`src/rtl/nes_bus_pkg.sv`:
```
// nes_bus_pkg: shared definitions for CPU-bus masters.
//   dma_state_e  - OAM DMA sequencer state encoding (3 bits)
//   ADDR_OAMDMA  - $4014, CPU write here starts an OAM DMA
//   ADDR_OAMDATA - $2004, PPU OAMDATA register
package nes_bus_pkg;

  typedef enum logic [2:0] {
    ST_IDLE  = 3'd0,
    ST_HALT  = 3'd1,
    ST_ALIGN = 3'd2,
    ST_READ  = 3'd3,
    ST_WRITE = 3'd4
  } dma_state_e;

  localparam logic [15:0] ADDR_OAMDMA  = 16'h4014;
  localparam logic [15:0] ADDR_OAMDATA = 16'h2004;

endpackage

```
`src/rtl/oam_dma_ctrl.sv`:
```
// oam_dma_ctrl: OAM DMA sequencer for the $4014 register (CPU clock domain).
// A CPU write of page P to DMA_REG_ADDR halts the CPU, then the block masters
// the bus and performs XFER_LEN read/write pairs: read {P,i}, write the byte
// to OAM_DATA_ADDR. The top level muxes the bus onto the o_dma_* outputs
// while o_dma_act is high.
//
// Optional build macro OAMDMA_ALIGN_EN: when defined, a parity flop tracks
// CPU cycle parity and an extra ALIGN cycle is inserted when the HALT cycle
// is odd (513/514-cycle stall). When undefined the stall is always 513.
//
// Ports:
//   i_cpu_clk, i_cpu_rstn        clock, async active-low reset
//   i_bus_addr/i_bus_wn/i_bus_wdata  CPU-driven bus (trigger detection)
//   i_dma_rdata                  read data returned for DMA reads
//   o_dma_act                    DMA owns the bus (mux select)
//   o_dma_addr/o_dma_wn/o_dma_wdata  DMA bus cycle
//   o_cpu_rdy                    0 = CPU halted
//   o_dma_busy                   transfer in progress incl. HALT/ALIGN
module oam_dma_ctrl
  import nes_bus_pkg::*;
#(
  parameter logic [15:0] DMA_REG_ADDR  = ADDR_OAMDMA,
  parameter logic [15:0] OAM_DATA_ADDR = ADDR_OAMDATA,
  parameter int          XFER_LEN      = 256  // power of 2, <= 256
) (
  input  logic        i_cpu_clk,
  input  logic        i_cpu_rstn,
  input  logic [15:0] i_bus_addr,
  input  logic        i_bus_wn,
  input  logic [7:0]  i_bus_wdata,
  input  logic [7:0]  i_dma_rdata,
  output logic        o_dma_act,
  output logic [15:0] o_dma_addr,
  output logic        o_dma_wn,
  output logic [7:0]  o_dma_wdata,
  output logic        o_cpu_rdy,
  output logic        o_dma_busy
);

  localparam logic [8:0] LAST_IDX = 9'(XFER_LEN - 1);

  dma_state_e r_state, state_nxt;
  logic [7:0] r_page;
  logic [8:0] r_count;
  logic [7:0] r_latch;
  logic       trig;

  // The CPU is halted whenever we are not idle, so a $4014 write can only
  // come from the CPU while idle; DMA writes never target DMA_REG_ADDR.
  assign trig = (i_bus_addr == DMA_REG_ADDR) && !i_bus_wn;

`ifdef OAMDMA_ALIGN_EN
  logic r_odd;

  always_ff @(posedge i_cpu_clk or negedge i_cpu_rstn) begin
    if (!i_cpu_rstn) r_odd <= 1'b0;
    else             r_odd <= ~r_odd;
  end
`endif

  always_ff @(posedge i_cpu_clk or negedge i_cpu_rstn) begin
    if (!i_cpu_rstn) begin
      r_state <= ST_IDLE;
      r_page  <= '0;
      r_count <= '0;
      r_latch <= '0;
    end else begin
      r_state <= state_nxt;
      if (r_state == ST_IDLE && trig) begin
        r_page  <= i_bus_wdata;
        r_count <= '0;
      end
      if (r_state == ST_READ)  r_latch <= i_dma_rdata;
      if (r_state == ST_WRITE) r_count <= r_count + 9'd1;
    end
  end

  always_comb begin
    state_nxt   = r_state;
    o_dma_act   = 1'b0;
    o_dma_addr  = '0;
    o_dma_wn    = 1'b1;
    o_dma_wdata = '0;
    o_cpu_rdy   = 1'b0;
    o_dma_busy  = 1'b1;
    case (r_state)
      ST_IDLE: begin
        o_cpu_rdy  = 1'b1;
        o_dma_busy = 1'b0;
        if (trig) state_nxt = ST_HALT;
      end
      ST_HALT: begin
`ifdef OAMDMA_ALIGN_EN
        state_nxt = r_odd ? ST_ALIGN : ST_READ;
`else
        state_nxt = ST_READ;
`endif
      end
`ifdef OAMDMA_ALIGN_EN
      ST_ALIGN: state_nxt = ST_READ;
`endif
      ST_READ: begin
        o_dma_act  = 1'b1;
        // Address wraps inside the page; the page byte never increments.
        o_dma_addr = {r_page, r_count[7:0]};
        state_nxt  = ST_WRITE;
      end
      ST_WRITE: begin
        o_dma_act   = 1'b1;
        o_dma_addr  = OAM_DATA_ADDR;
        o_dma_wn    = 1'b0;
        o_dma_wdata = r_latch;
        state_nxt   = (r_count == LAST_IDX) ? ST_IDLE : ST_READ;
      end
      default: state_nxt = ST_IDLE;
    endcase
  end

endmodule

```
`config.mk`:
```
export PLATFORM = sky130hd
export DESIGN_NAME = oam_dma_ctrl
export DESIGN_NICKNAME = d
export VERILOG_FILES = /design/src/rtl/nes_bus_pkg.sv /design/src/rtl/oam_dma_ctrl.sv
export SDC_FILE = /design/constraint.sdc
export NUM_CORES = 1
export LEC_CHECK = 0
export CAP_MARGIN = 10
export CORE_UTILIZATION = 25
export DETAILED_ROUTE_END_ITERATION = 16
export RECOVER_POWER = 50
export SLEW_MARGIN = 30
export SYNTH_ARGS = -nofsm -noshare
export SYNTH_HDL_FRONTEND = slang
export SYNTH_SLANG_ARGS = --single-unit
```
`constraint.sdc`:
```
create_clock -name i_cpu_clk -period 2.8 [get_ports i_cpu_clk]
set_clock_uncertainty 0.05 [all_clocks]
set_input_delay 0.56 -clock i_cpu_clk [delete_from_list [all_inputs] [get_ports i_cpu_clk]]
set_output_delay 0.56 -clock i_cpu_clk [all_outputs]
set_load 0.05 [all_outputs]
```
==> impl_results.rst <==
.. list-table::
   :header-rows: 1

   * - Metric
     - Value
   * - Result of the run
     - complete, but fails checks
   * - Violations in the final reports
     - max-capacitance violations, max-slew violations
   * - Post-Route WL
     - 3220 um
   * - Mean Syn Cell Area
     - 10.5 um^2
   * - Starting density of the core
     - 0.263
   * - Total nets after synthesis
     - 177
   * - Setup_tns
     - 0 ps
   * - Seq cells post-synth
     - 28
   * - Die ar.
     - 6170 um^2
   * - First DRT Iteration DRCs
     - 63
   * - Synth unique cells
     - 33
   * - Number of nets in the layout
     - 242
   * - Die Height
     - 78.6 um
   * - Switching Share
     - 0.187
   * - Fraction of power consumed by combinational cells
     - 0.081
   * - Global-route wire length before repair
     - 5660 um
   * - Root buffer selected by CTS
     - clkbuf_8
   * - Average wire per standard cell
     - 11.7 um
   * - Max capacitance violation total
     - 1
   * - TritonCTS clock tree
     - yes
   * - Number of levels in the clock H-tree
     - 1
   * - Worst flop-to-flop path endpoint
     - r_page[3]
   * - Startpoint Class
     - flop
   * - DRC Markers
     - 0
   * - Number of enable-type register cells in the synthesized netlist
     - 0
   * - Hold depth
     - 1
   * - Clock group share of total power
     - 0.402
   * - Number of cells on the worst reg-to-reg path
     - 3
   * - Worst supply voltage drop on vdd
     - 0.260 mV
   * - Antenna violation net count after detailed routing
     - 0
   * - Data arrival time of the critical path
     - 2010 ps
   * - Number of slew-limit violations in the final report
     - 29
   * - Sw power
     - 0.000149 W
   * - Num CTS Buffers
     - 3
   * - Overall track demand over capacity in global routing
     - 0.115
   * - Critical path required time
     - 2190 ps
   * - Largest net degree at the start of global routing
     - 29
   * - Share of layout cells above drive strength 1
     - 0.255
   * - Later-pin clock latency in the skew report
     - 270 ps
   * - Power density over cell area
     - 361 nW/um^2
   * - Count of cells resized by post-cts repair
     - 0
   * - Post-DR vias/cell
     - 4.48
   * - Hold Vio Cnt, Final
     - 0
   * - Area grow syn2layout
     - 50.7%
   * - Hold path startpoint
     - r_latch[7]
   * - Port Buffer Count
     - 62
   * - Maximum fanout along the worst path
     - 5
   * - Initial antenna violation count
     - 0
   * - Worst-margin pin slew
     - 1510 ps
   * - Number of global-route vias before repair
     - 1195
   * - Total global routing overflow
     - 0
   * - Fmax
     - 0.382 GHz
   * - Total placed cells including tap cells
     - 272
   * - Total inserted antenna cells
     - 0
   * - Post-route minimum period
     - 2620 ps
   * - Share of async-settable or async-resettable flops after synthesis
     - 1.00
   * - Hold bufs inserted after CTS
     - 0
   * - Combined area of all synthesized cells
     - 1470 um^2
   * - Leading register cell type out of synthesis
     - dfrtp_1
   * - Relative slew slack
     - -0.00978
   * - Via count of the routed design
     - 1237
   * - Core area
     - 5570 um^2
   * - Die X
     - 78.6 um
   * - Detailed placement HPWL
     - 2340 um
   * - Worst Setup End Kind
     - output port
   * - Worst Hold Margin
     - 455 ps
   * - Final weighted congestion in routability-driven placement
     - 0.739
   * - Power share of the sequential group
     - 0.517
   * - Static leakage power
     - 0.997 nW
   * - R2r setup slk
     - 910 ps
   * - Start of the worst register-to-register path
     - r_state[0]
   * - Post-CTS Repair Setup Buffers
     - 0
   * - Endpoint of the worst hold-timing path
     - r_latch[7]
   * - Clock-pin slew on the worst setup and hold paths
     - 100 ps
   * - Num ports
     - 63
   * - Count of clock tree sinks
     - 28
   * - RSZ-0062 raised after global routing
     - false
   * - Setup violation total in the final timing report
     - 0
   * - Min-delay worst type
     - flop to flop
   * - Synthesized instance count
     - 140
   * - Int Pwr
     - 0.000649 W
   * - Fin crit share
     - 0.936
   * - Fraction of the yosys area taken by sequential cells
     - 0.478
   * - Placement row count
     - 27
   * - Syn. warnings
     - 0
   * - Number of standard cells in the layout, taps in and fillers out
     - 276
   * - Crit Path Category
     - flop to output port
   * - Worst-case clock buffer depth
     - 2
   * - Drt first pass iters
     - 4
worst max-delay path: stages, from the launching register on:
cell and delay (ps):
dfrtp_1 450, or3_4 420, inv_1 70, clkdlybuf4s50_1 790
stage by stage:
stage	setup WS (ps)	cell area (um^2)	total power, W	util
floorplan	345	1470	0.000429	-
global placement	252	2150	0.000487	0.386
detailed placement	220	2150	0.000488	0.386
CTS	164	2220	0.000812	0.398
global route	115	2210	0.000834	0.396
finish	179	2210	0.000798	0.396
cell type report:
type | count | area (um^2)
timing repair buffer | 66 | 613
multi-input combinational | 103 | 722
clock buffer | 3 | 41.3
clock inverter | 1 | 30.0
sequential | 28 | 701
inverter | 3 | 11.3
fill | 556 | 3370
tap | 72 | 90.1
cell families after synthesis:
| family | share of synthesized area |
|---|---|
| flops | 0.478 |
| buf+inv | 0.0290 |
| fa+ha+maj | 0.0171 |
| simple gates | 0.289 |
| xor+xnor | 0.00598 |
| mux | 0.132 |
| compound gates | 0.0487 |
power groups by stage:
| stage | logic, W | registers (W) | clock network, W |
|---|---|---|---|
| floorplan | 0.00000875 | 0.000420 | 0 |
| global placement | 0.0000669 | 0.000420 | 0 |
| detailed placement | 0.0000671 | 0.000421 | 0 |
| CTS | 0.0000674 | 0.000413 | 0.000332 |
| global route | 0.0000712 | 0.000414 | 0.000349 |
| finish | 0.0000645 | 0.000413 | 0.000321 |
state kept, by name, summed over array words and instances, names as in the netlist:
signal   flops
r_count      9
r_latch      8
r_page       8
r_state      3
metal layers:
metal  up-vias  global-route usage  share of wire
met4         0              0.0222         0.0053
met5         -                   0              0
met2        29               0.187           0.47
li1        615                   -              -
met1       591               0.151           0.47
met3         2              0.0326          0.048
synth_stat cells (all sizes together), types with 2 or more instances:
cell type / number / area share
inv: 3 / 0.0077
nand3: 9 / 0.031
nor4b: 2 / 0.012
mux2: 16 / 0.13
nor2b: 2 / 0.0085
nor3: 2 / 0.015
nor2: 7 / 0.018
buf: 2 / 0.011
nand2: 15 / 0.038
dfrtp: 28 / 0.48
clkbuf: 4 / 0.010
nor4: 2 / 0.0085
or3: 5 / 0.025
and2: 22 / 0.094
o21ai: 3 / 0.010
o211ai: 5 / 0.026
ha: 2 / 0.017
worst max path at each step:
stage | end | slack [ps] | startpoint | cells after the start
floorplan | o_dma_addr[13] | 350 | r_state[2] | 4
global placement | r_page[3] | 250 | i_bus_addr[1] | 5
detailed placement | r_page[3] | 220 | i_bus_addr[1] | 5
CTS | o_cpu_rdy | 160 | r_state[2] | 3
global route | o_cpu_rdy | 110 | r_state[2] | 3
finish | o_cpu_rdy | 180 | r_state[0] | 3
layout by cell type, fill, tap and decap left out, types with 3 or more instances in the layout:
cell type         n
or3_1             4
and2_1           22
nor2_1            7
clkbuf_8          3
nand2_1          15
o21ai_0           3
dfrtp_1          28
nand3_1           9
mux2_2           15
buf_4            22
clkdlybuf4s50_1  35
o211ai_1          5
buf_12            3
Note: power is estimated with default switching activity, not from simulation.
